**config.mk**
```make
export PLATFORM = sky130hd
export DESIGN_NAME = noc_merge_arbiter_flat
export DESIGN_NICKNAME = d
export VERILOG_FILES = /design/src/rtl/noc_arb_pkg.sv /design/src/rtl/noc_merge_arbiter_if.sv /design/src/rtl/rr_pick2.sv /design/src/rtl/noc_merge_arbiter.sv /design/src/flat_wrapper.sv
export SDC_FILE = /design/constraint.sdc
export NUM_CORES = 1
export LEC_CHECK = 0
export ABC_AREA = 1
export BUFFER_PORTS_ARGS = -buffer_cell sky130_fd_sc_hd__buf_2
export CAP_MARGIN = 40
export CORE_MARGIN = 4
export CORE_UTILIZATION = 40
export DETAILED_ROUTE_END_ITERATION = 6
export PLACE_DENSITY = 0.74
export RECOVER_POWER = 100
export REMOVE_ABC_BUFFERS = 1
export SETUP_SLACK_MARGIN = 0.3
export SLEW_MARGIN = 10
export SYNTH_ARGS = -nofsm -noshare
export SYNTH_HDL_FRONTEND = slang
export SYNTH_HIERARCHICAL = 1
export SYNTH_SLANG_ARGS = --single-unit
```
**constraint.sdc**
```tcl
create_clock -name CLK -period 1.23 [get_ports CLK]
set_clock_uncertainty 0.05 [all_clocks]
set_input_delay 0.123 -clock CLK [delete_from_list [all_inputs] [get_ports CLK]]
set_output_delay 0.123 -clock CLK [all_outputs]
set_load 0.005 [all_outputs]
```
**src/rtl/noc_arb_pkg.sv**
```systemverilog
// noc_merge_arbiter shared types: flit width, address field, FSM states.
// Imported by the arbiter top and its interface users.
package noc_arb_pkg;
    localparam int FLIT_W  = 9;
    localparam int ADDR_HI = 8;
    localparam int ADDR_LO = 5;

    typedef enum logic [1:0] {
        IDLE  = 2'd0,
        GRANT = 2'd1,
        XFER  = 2'd2
    } arb_state_t;

    typedef logic [FLIT_W-1:0] flit_t;
endpackage

```
**src/rtl/noc_merge_arbiter_if.sv**
```systemverilog
// noc_merge_arbiter channel bundle: In0, In1, grant report G, merged Out.
// master = surrounding fabric, slave = the arbiter.
interface noc_merge_arbiter_if #(
    parameter int W = 9
) ();
    logic         in0_valid;
    logic [W-1:0] in0_data;
    logic         in0_ready;
    logic         in1_valid;
    logic [W-1:0] in1_data;
    logic         in1_ready;
    logic         g_valid;
    logic         g_data;
    logic         g_ready;
    logic         out_valid;
    logic [W-1:0] out_data;
    logic         out_ready;

    modport master (
        output in0_valid, in0_data,
        input  in0_ready,
        output in1_valid, in1_data,
        input  in1_ready,
        input  g_valid, g_data,
        output g_ready,
        input  out_valid, out_data,
        output out_ready
    );

    modport slave (
        input  in0_valid, in0_data,
        output in0_ready,
        input  in1_valid, in1_data,
        output in1_ready,
        output g_valid, g_data,
        input  g_ready,
        output out_valid, out_data,
        input  out_ready
    );
endinterface

```
**src/rtl/rr_pick2.sv**
```systemverilog
// Two-way round-robin pick: a lone requester always wins,
// prio breaks a tie (prio=0 favours req[0]).
module rr_pick2 (
    input  logic [1:0] req,
    input  logic       prio,
    output logic [1:0] gnt,
    output logic       win_idx
);
    // one-hot (or zero) grant plus its index
    always_comb begin
        gnt = req;
        if (req == 2'b11) begin
            gnt = prio ? 2'b10 : 2'b01;
        end
        win_idx = gnt[1];
    end
endmodule

```
**src/rtl/noc_merge_arbiter.sv**
```systemverilog
// 2:1 round-robin merge node: accept one flit, report G, then send Out.
// Optional grant counters when ARB_STATS_EN is defined.
module noc_merge_arbiter
    import noc_arb_pkg::*;
#(
    parameter int W     = FLIT_W,
    parameter int CNT_W = 16
) (
    input  logic              CLK,
    input  logic              _RESET,
    noc_merge_arbiter_if.slave bus,
    output logic              busy
`ifdef ARB_STATS_EN
    ,
    output logic [CNT_W-1:0]  gnt_cnt0,
    output logic [CNT_W-1:0]  gnt_cnt1
`endif
);
    arb_state_t   r_state;
    logic         r_prio;
    logic         r_sel_q;
    logic [W-1:0] r_flit_q;

    logic [1:0]   w_req;
    logic [1:0]   w_gnt;
    logic         w_win;
    logic         w_idle;
    logic         w_take;

    assign w_req = {bus.in1_valid, bus.in0_valid};

    rr_pick2 u_pick (
        .req     (w_req),
        .prio    (r_prio),
        .gnt     (w_gnt),
        .win_idx (w_win)
    );

    // handshakes are masked while reset is held so nothing slips through
    assign w_idle        = (r_state == IDLE);
    assign w_take        = w_idle && !_RESET && (w_gnt != 2'b00);
    assign bus.in0_ready = w_take && w_gnt[0];
    assign bus.in1_ready = w_take && w_gnt[1];
    assign bus.g_valid   = (r_state == GRANT) && !_RESET;
    assign bus.g_data    = r_sel_q;
    assign bus.out_valid = (r_state == XFER) && !_RESET;
    assign bus.out_data  = r_flit_q;
    assign busy          = !w_idle;

    // accept -> report grant -> send flit; rotate priority when done
    always_ff @(posedge CLK) begin
        if (_RESET) begin
            r_state  <= IDLE;
            r_prio   <= 1'b0;
            r_sel_q  <= 1'b0;
            r_flit_q <= '0;
        end else begin
            unique case (r_state)
                IDLE: begin
                    if (w_take) begin
                        r_flit_q <= w_win ? bus.in1_data
                                          : bus.in0_data;
                        r_sel_q  <= w_win;
                        r_state  <= GRANT;
                    end
                end
                GRANT: begin
                    if (bus.g_ready) begin
                        r_state <= XFER;
                    end
                end
                XFER: begin
                    if (bus.out_ready) begin
                        r_state <= IDLE;
                        r_prio  <= ~r_sel_q;
                    end
                end
                default: r_state <= IDLE;
            endcase
        end
    end

`ifdef ARB_STATS_EN
    logic [CNT_W-1:0] r_cnt0;
    logic [CNT_W-1:0] r_cnt1;

    // saturating per-input grant counters
    always_ff @(posedge CLK) begin
        if (_RESET) begin
            r_cnt0 <= '0;
            r_cnt1 <= '0;
        end else begin
            if (bus.in0_ready && r_cnt0 != '1) begin
                r_cnt0 <= r_cnt0 + CNT_W'(1);
            end
            if (bus.in1_ready && r_cnt1 != '1) begin
                r_cnt1 <= r_cnt1 + CNT_W'(1);
            end
        end
    end

    assign gnt_cnt0 = r_cnt0;
    assign gnt_cnt1 = r_cnt1;
`else
    logic w_unused_cnt_w;
    assign w_unused_cnt_w = (CNT_W > 0);
`endif
endmodule

```
**src/flat_wrapper.sv**
```systemverilog
// flat-port wrapper written by rule: the top's interface ports become plain ports
module noc_merge_arbiter_flat import noc_arb_pkg::*;
#(
    parameter int W     = FLIT_W,
    parameter int CNT_W = 16
)
  (CLK, _RESET, busy, bus_in0_valid, bus_in0_data, bus_in0_ready, bus_in1_valid, bus_in1_data, bus_in1_ready, bus_g_valid, bus_g_data, bus_g_ready, bus_out_valid, bus_out_data, bus_out_ready);
  noc_merge_arbiter_if #(.W(W)) bus_i ();
  input  logic CLK;
  input  logic _RESET;
  output logic busy;
  input wire logic [$bits(bus_i.in0_valid)-1:0] bus_in0_valid;
  input wire logic [$bits(bus_i.in0_data)-1:0] bus_in0_data;
  output wire logic [$bits(bus_i.in0_ready)-1:0] bus_in0_ready;
  input wire logic [$bits(bus_i.in1_valid)-1:0] bus_in1_valid;
  input wire logic [$bits(bus_i.in1_data)-1:0] bus_in1_data;
  output wire logic [$bits(bus_i.in1_ready)-1:0] bus_in1_ready;
  output wire logic [$bits(bus_i.g_valid)-1:0] bus_g_valid;
  output wire logic [$bits(bus_i.g_data)-1:0] bus_g_data;
  input wire logic [$bits(bus_i.g_ready)-1:0] bus_g_ready;
  output wire logic [$bits(bus_i.out_valid)-1:0] bus_out_valid;
  output wire logic [$bits(bus_i.out_data)-1:0] bus_out_data;
  input wire logic [$bits(bus_i.out_ready)-1:0] bus_out_ready;
  assign bus_i.in0_valid = bus_in0_valid;
  assign bus_i.in0_data = bus_in0_data;
  assign bus_in0_ready = bus_i.in0_ready;
  assign bus_i.in1_valid = bus_in1_valid;
  assign bus_i.in1_data = bus_in1_data;
  assign bus_in1_ready = bus_i.in1_ready;
  assign bus_g_valid = bus_i.g_valid;
  assign bus_g_data = bus_i.g_data;
  assign bus_i.g_ready = bus_g_ready;
  assign bus_out_valid = bus_i.out_valid;
  assign bus_out_data = bus_i.out_data;
  assign bus_i.out_ready = bus_out_ready;
  noc_merge_arbiter #(.W(W), .CNT_W(CNT_W)) u_core (.CLK(CLK), ._RESET(_RESET), .bus(bus_i), .busy(busy));
endmodule
```
==> implementation parameters, run 1 <==
Parameter                              Value

Global routing
  Grt peak-use layer    met2
  First-pass GRT wire length    3.42 mm
  Aggregate global-route resource usage    0.167
  Met1 usage    0.216
  Remaining Overflow, GRT    0
  Number of antenna violations at the first check in global routing    0
  Met2 track utilization from global routing    0.258
  Pin count of the biggest net entering global routing    11
  Met3 Use GR    0.0370
  Via count of the first global-routing pass    809

Status
  Run status    finished, violations left
  Violations in the final reports    negative setup slack

Clock network
  Clock tree from TritonCTS    done
  Clock latency on the worst-skew pair    0.27 ns
  Clock Root Buffer    sky130_fd_sc_hd__clkbuf_4
  Number of levels in the clock H-tree    1
  Sink count of the clock tree    13
  Clock-pin slew of the registers on the worst-case setup and hold paths    0.08 ns
  TritonCTS Buffers    3
  Maximum root-to-sink buffer count    2

Timing
  Setup repair after global routing missed its margin    true
  Hold Slack    0.0121 ns
  Final critical-path share of the clock period    1.16
  Worst slew pin tran    0.208 ns
  Period minus WS final    1.42 ns
  Upper clock frequency limit    703 MHz
  Tightest slew margin relative to the limit    0.860
  Hold Violations, Final    0
  Post-route setup slack    -0.193 ns
  Final setup violating endpoints    12
  Max Slew Vio Count    0

Place
  Routability Congestion    0.792
  Half-perimeter wire length after placement    1.45 mm
  PortBufs    38
  Worst-case setup slack after placement    -0.0684 ns
  Dpl cells    192

Setup path
  Worst endpoint required time    1.06 ns
  Arrival time worst endpoint    1.25 ns
  Critical Path Source    u_core/r_prio$_SDFFE_PP0P_
  Type of element launching the critical path    flip-flop
  Family with the most delay on the worst path    flip-flops
  Worst-case reg-to-reg path depth    11
  Crit-path cells    a21oi_4 > inv_2 > nand2_2 > nand3_2 > nor2_1 > buf_2
  Sum of buffers and inverters on the critical path    2
  Critical-path top delay cell    sky130_fd_sc_hd__dfxtp_4
  Largest stage delay on the critical path    0.37 ns
  Reg2Reg Capture Point    u_core/bus.out_data[3]$_SDFFE_PP0P_
  CP Max Fanout    3
  Worst setup slack for register-to-register paths    -0.16 ns
  Critical path type    reg2out
  Element type at the critical path end    primary output
  Reg-to-reg critical path startpoint    u_core/r_prio$_SDFFE_PP0P_

Floorplan
  Number of rows in the core area    15
  I/O pin cnt    39
  Area enclosed by the die boundary    0.00273 mm²
  Die Span Y    52.3 µm
  Placeable core area    0.00178 mm²
  Die W    52.3 µm
  Initial Utilization    0.440

Synth
  Count of state elements after synthesis    13
  Post-synth cell types    19
  Ranking of synthesized cells by area    sky130_fd_sc_hd__dfxtp_1, sky130_fd_sc_hd__nand2_1, sky130_fd_sc_hd__nor2_1, sky130_fd_sc_hd__inv_1, sky130_fd_sc_hd__nand2_2
  Cell taking the most area after synthesis    sky130_fd_sc_hd__dfxtp_1
  Synthesis Warnings    6
  Share of Yosys cell area claimed by the top area cell type    0.332
  Post-Synthesis Cell Area    785 µm²
  Mean instance size in the synthesized netlist    6.08 µm²
  Proportion of synthesized chip area in sequential cells    0.332
  Count of mapped cells out of synthesis    129

Detailed routing
  Post-detailed-route DRC marker count    0
  Iter 0 DRT Violations    7
  Vias per inst    4.40
  Detail-routed net length per standard cell    10.5 µm
  Routed vias    906
  Number of search-and-repair iterations in the first detailed-routing pass    4
  Aggregate routed wire length    2.17 mm
  Antenna Violating Nets Remaining    0

Final layout
  Final Instance Count excl. Fillers    206
  Layout overhead on the synthesized area    60.4%
  Total inserted antenna cells    0
  Layout cells sized above 1    0.558
  Nets    206
  Post-layout utilization of the core    0.706
  Filler cell count in the final layout    142

Pwr
  Proportion of total power due to net switching    0.322
  Combinational fraction of design power    0.361
  Power share of the sequential group    0.420
  Pwr Total    1.18 mW
  Int Pwr    0.802 mW
  Proportion of power drawn by the clock network    0.219
  Power per cell area    940 mW/mm²
  Worst-case vdd ir drop    0.623 mV
  P_sw    0.381 mW
  Leakage power    0.699 nW

Flow run
  Number of violations of the max-capacitance limit    0

Hold path
  Hold Crit Endpoint    u_core/r_state[1]$_SDFFE_PP0P_
  Cells on Worst Hold Path    2
  Kind of path behind the tightest hold check    in2reg
  Min-delay src    bus_out_ready
-- worst max-delay path by stage --
stage / to / slack, ns / depth (start not counted)
after floorplan: bus_in1_ready / -0.22 / 6
after CTS: bus_in0_ready / -0.17 / 6
after detailed placement: bus_in0_ready / -0.07 / 6
after global placement: bus_in0_ready / -0.03 / 6
final: bus_in0_ready / -0.19 / 6
after global routing: bus_in0_ready / -0.28 / 7
-- cells in the final DEF, fill, tap and decap left out, types with 2 or more instances in the layout --
master / Yosys / final
sky130_fd_sc_hd__nor2_4: 2 / 3
sky130_fd_sc_hd__buf_2: 2 / 36
sky130_fd_sc_hd__dfxtp_2: 0 / 7
sky130_fd_sc_hd__dfxtp_4: 0 / 2
sky130_fd_sc_hd__nand3_2: 0 / 2
sky130_fd_sc_hd__buf_4: 1 / 9
sky130_fd_sc_hd__inv_1: 19 / 14
sky130_fd_sc_hd__nand2_4: 1 / 3
sky130_fd_sc_hd__nor2_2: 2 / 7
sky130_fd_sc_hd__a21oi_2: 2 / 2
sky130_fd_sc_hd__clkbuf_4: 0 / 3
sky130_fd_sc_hd__inv_2: 3 / 5
sky130_fd_sc_hd__dfxtp_1: 13 / 4
sky130_fd_sc_hd__nand2_1: 40 / 34
sky130_fd_sc_hd__a21oi_1: 3 / 2
sky130_fd_sc_hd__nor2_1: 27 / 21
sky130_fd_sc_hd__nand2_2: 4 / 8
sky130_fd_sc_hd__inv_4: 0 / 2
sky130_fd_sc_hd__buf_6: 2 / 7
-- state kept, by name (all words and copies together) (netlist names) --
signal and count:
u_core/bus.g_data 1, u_core/bus.out_data 9, u_core/r_prio 1, u_core/r_state 2
-- metrics by stage --
step | area [µm²] | TNS [ns]
finish | 1260 | -1.43
CTS | 1140 | -0.411
global placement | 1020 | -0.0491
floorplan | 744 | -1.95
global route | 1260 | -2.30
detailed placement | 1020 | -0.241
-- layer usage --
metal | up-vias | part of all wire
li1 | 483 | -
met1 | 389 | 0.45
met2 | 32 | 0.46
met3 | 2 | 0.079
met4 | 0 | 0.0065
met5 | - | 0
-- cells in the mapped netlist --
library cell               instances
sky130_fd_sc_hd__nand2_1          40
sky130_fd_sc_hd__nor2_1           27
sky130_fd_sc_hd__inv_1            19
sky130_fd_sc_hd__dfxtp_1          13
sky130_fd_sc_hd__nand2_2           4
sky130_fd_sc_hd__nand3_1           4
sky130_fd_sc_hd__a21oi_1           3
sky130_fd_sc_hd__inv_2             3
sky130_fd_sc_hd__a21oi_2           2
sky130_fd_sc_hd__buf_2             2
sky130_fd_sc_hd__buf_6             2
sky130_fd_sc_hd__nor2_2            2
sky130_fd_sc_hd__nor2_4            2
sky130_fd_sc_hd__buf_4             1
sky130_fd_sc_hd__nand2_4           1
sky130_fd_sc_hd__nand3b_1          1
sky130_fd_sc_hd__nand4_1           1
sky130_fd_sc_hd__nor3_1            1
sky130_fd_sc_hd__o31ai_1           1
-- final cells by class --
cell class | instances | area [µm²] | share of cell area
Multi-Input combinational cell | 89 | 485 | 0.386
Sequential cell | 13 | 277 | 0.220
Timing Repair Buffer | 53 | 347 | 0.275
Inverter | 22 | 92.6 | 0.0736
Tap cell | 25 | 31.3 | 0.0249
Clock buffer | 4 | 26.3 | 0.0209
-- power by group through the flow --
stage / Sequential, mW / Combinational [mW] / Clock, mW
floorplan: 0.501 / 0.176 / 0
global placement: 0.496 / 0.326 / 0
detailed placement: 0.497 / 0.332 / 0
global route: 0.505 / 0.471 / 0.300
CTS: 0.488 / 0.372 / 0.269
finish: 0.497 / 0.427 / 0.259
-- repair_timing --
item,4_1_cts,5_1_grt
cloned,1,0
setup buffers,5,4
setup endpoints to repair,17,25
gates resized for setup,16,36
hold buffers,0,0
pin swaps,7,14
-- cells by family (layout without fill, tap and decap cells) --
kind of cell	Yosys count	after routing	synth area share
AOI/OAI and AO/OA	6	6	0.0510
DFF	13	13	0.332
and+or+nand+nor	83	83	0.461
buffers and inverters	27	79	0.156
Note: power is estimated with default switching activity, not from simulation.
==> run 2: changes to the inputs <==
--- a/config.mk
+++ b/config.mk
@@ -8,10 +8,12 @@
 export ABC_AREA = 1
 export BUFFER_PORTS_ARGS = -buffer_cell sky130_fd_sc_hd__buf_2
 export CAP_MARGIN = 40
+export CELL_PAD_IN_SITES_DETAIL_PLACEMENT = 0
+export CELL_PAD_IN_SITES_GLOBAL_PLACEMENT = 1
 export CORE_MARGIN = 4
-export CORE_UTILIZATION = 40
+export CORE_UTILIZATION = 26
 export DETAILED_ROUTE_END_ITERATION = 6
-export PLACE_DENSITY = 0.74
+export PLACE_DENSITY_LB_ADDON = 0.1
 export RECOVER_POWER = 100
 export REMOVE_ABC_BUFFERS = 1
 export SETUP_SLACK_MARGIN = 0.3
==> run 2 against run 1 <==
Compared with the run above: the run still ends with negative setup slack left; maximum frequency rose by 1.8%; first-iteration DRC count rose to 4.4 times the previous value; core utilization fell by 21 points; worst hold slack better by 0.091 ns; final area up 11%; critical path depth grew 1; routed wire length increased by 0.32%; sequential power barely moved; global-route usage fell by 5.6 points; non-clock buffer count rose by 10; register-to-register slack better by 0.04 ns; via count up 4.4%.
==> implementation parameters, run 2 (synthesis results as in run 1) <==
Parameter                              Value

Status
  Run status    finished, violations left
  Violations in the final reports    negative setup slack

Global routing
  Via count of the first global-routing pass    871 (+7.7%)
  Number of antenna violations at the first check in global routing    0 (unchanged)
  First-pass GRT wire length    3.63 mm (+6.3%)
  Pin count of the biggest net entering global routing    11 (unchanged)
  Remaining Overflow, GRT    0 (unchanged)
  Aggregate global-route resource usage    0.111 (-0.0563)

Final layout
  Most common library cell in the layout ignoring fill and taps    sky130_fd_sc_hd__buf_2
  Flip-flop count of the largest register after layout    9 (unchanged)
  Area taken by flip-flops and latches    282 µm² (+1.8%)
  Filler cell count in the final layout    299 (+110%)
  Leading cell types in the layout, fill and taps excluded    sky130_fd_sc_hd__buf_2, sky130_fd_sc_hd__nand2_1, sky130_fd_sc_hd__nor2_1, sky130_fd_sc_hd__inv_1
  Layout cells sized above 1    0.634 (+0.0755)
  Area of the multi-input gates    524 µm² (+8.0%)
  Layout overhead on the synthesized area    78.3%
  Total inserted antenna cells    0 (unchanged)
  Nets    216 (+4.9%)

Timing
  Final critical-path share of the clock period    1.14 (-0.0205)
  Hold Violations, Final    0 (unchanged)
  Max Slew Vio Count    0 (unchanged)
  Upper clock frequency limit    715 MHz (+1.8%)
  Hold Slack    0.103 ns (+0.0905 ns)
  Post-route setup slack    -0.168 ns (+0.0252 ns)
  Final setup violating endpoints    13 (+1)
  Setup repair after global routing missed its margin    true
  Period minus WS final    1.40 ns (-0.0252 ns)
  Worst slew pin tran    0.243 ns (+0.0343 ns)
  Tightest slew margin relative to the limit    0.838 (-0.0217)

Detailed routing
  Post-detailed-route DRC marker count    0 (unchanged)
  Iter 0 DRT Violations    31 (+24)
  Routed vias    946 (+4.4%)
  Detail-routed net length per standard cell    9.81 µm (-6.9%)
  Aggregate routed wire length    2.18 mm (+0.32%)
  Vias per inst    4.26 (-3.1%)
  Antenna Violating Nets Remaining    0 (unchanged)
  Number of search-and-repair iterations in the first detailed-routing pass    4 (unchanged)

Setup path
  Worst endpoint required time    1.06 ns (about the same)
  CP Max Fanout    3 (unchanged)
  Critical path type    reg2out
  Type of element launching the critical path    flip-flop
  Element type at the critical path end    primary output
  Arrival time worst endpoint    1.22 ns (-0.03 ns)

Floorplan
  Number of rows in the core area    19 (+4)
  Area enclosed by the die boundary    0.00396 mm² (+45%)
  Initial Utilization    0.277 (-0.163)
  I/O pin cnt    39 (unchanged)
  Die Span Y    62.9 µm (+20%)
  Die W    62.9 µm (+20%)
  Placeable core area    0.00283 mm² (+59%)

Clock network
  TritonCTS Buffers    3 (unchanged)
  Number of levels in the clock H-tree    1 (unchanged)
  Clock-pin slew of the registers on the worst-case setup and hold paths    0.09 ns (about the same)
  Clock Root Buffer    sky130_fd_sc_hd__clkbuf_4
  Sink count of the clock tree    13 (unchanged)
  Clock tree from TritonCTS    done
  Maximum root-to-sink buffer count    2 (unchanged)
  Clock latency on the worst-skew pair    0.27 ns (about the same)

Pwr
  Pwr Total    1.25 mW (+6.1%)
  Leakage power    0.758 nW (+8.5%)
  Power per cell area    897 mW/mm² (-4.5%)
  Worst-case vdd ir drop    0.591 mV (-5.1%)

Place
  Routability Congestion    0.722 (-8.8%)
  Worst-case setup slack after placement    -0.0890 ns (-0.0206 ns)
  Half-perimeter wire length after placement    1.53 mm (+5.5%)
  PortBufs    38 (unchanged)

Hold path
  Kind of path behind the tightest hold check    in2reg

Flow run
  Number of violations of the max-capacitance limit    0 (unchanged)
==> run 2: cell types whose count changed in the layout (fill, tap and decap cells not counted), sizes merged <==
cell / previous run / this run
buf: 53 / 61
dlygate4sd3: 0 / 2
==> run 2: routing by layer <==
layer  track usage  vias to the layer above  wire, µm
li1              -                      505         -
met3        0.0486                        0       147
met1         0.130                      420       931
met5             0                        -         0
met2         0.192                       21      1100
met4       0.00826                        0         0
==> run 2: critical path, stage by stage (launching register included) <==
cell,delay (ns)
sky130_fd_sc_hd__dfxtp_4,0.38
sky130_fd_sc_hd__nand3_4,0.07
sky130_fd_sc_hd__nand2_4,0.09
sky130_fd_sc_hd__buf_6,0.11
sky130_fd_sc_hd__buf_6,0.09
sky130_fd_sc_hd__nand3_2,0.07
sky130_fd_sc_hd__inv_2,0.05
sky130_fd_sc_hd__buf_2,0.10
==> run 2: path summary, 6_finish.rpt <==
check	slack (ns)	cells after the start	to	start
hold / removal	0.10	2	u_core/r_state[0]$_SDFFE_PP0P_	_RESET
setup reg to reg	-0.12	10	u_core/bus.g_data$_SDFFE_PP0P_	u_core/r_prio$_SDFFE_PP0P_
setup / recovery	-0.17	7	bus_in1_ready	u_core/r_prio$_SDFFE_PP0P_
hold reg to reg	0.42	2	u_core/bus.out_data[6]$_SDFFE_PP0P_	u_core/bus.out_data[6]$_SDFFE_PP0P_
==> run 2: through the flow <==
stage | instances | TNS, ns | area (µm²) | util
global route | 222 | -2.40 | 1400 | 0.494
floorplan | 124 | -1.95 | 744 | -
CTS | 219 | -1.46 | 1290 | 0.458
finish | 222 | -1.27 | 1400 | 0.494
global placement | 202 | -0.480 | 1040 | 0.368
detailed placement | 202 | -0.847 | 1040 | 0.368
==> run 2: cell type report <==
cell class,count,area share
flip-flops and latches,13,0.201
inverters,22,0.0626
well taps,31,0.0277
multi-input cells,89,0.375
clock buffers,4,0.0188
repair buffers,63,0.315
==> run 2: what timing repair did <==
action | CTS | global route
gates cloned | 1 | 0
buffers inserted | 10 | 3
hold endpoints to repair | 1 | 0
hold buffers | 2 | 0
endpoints found under the setup margin | 17 | 26
gates resized for setup | 39 | 31
pin swaps | 12 | 12
==> run 2: report_power, final <==
group / switching (mW) / total, mW / internal (mW)
sequential: 0.0265 / 0.494 / 0.468
combinational: 0.234 / 0.489 / 0.255
clock: 0.146 / 0.271 / 0.126
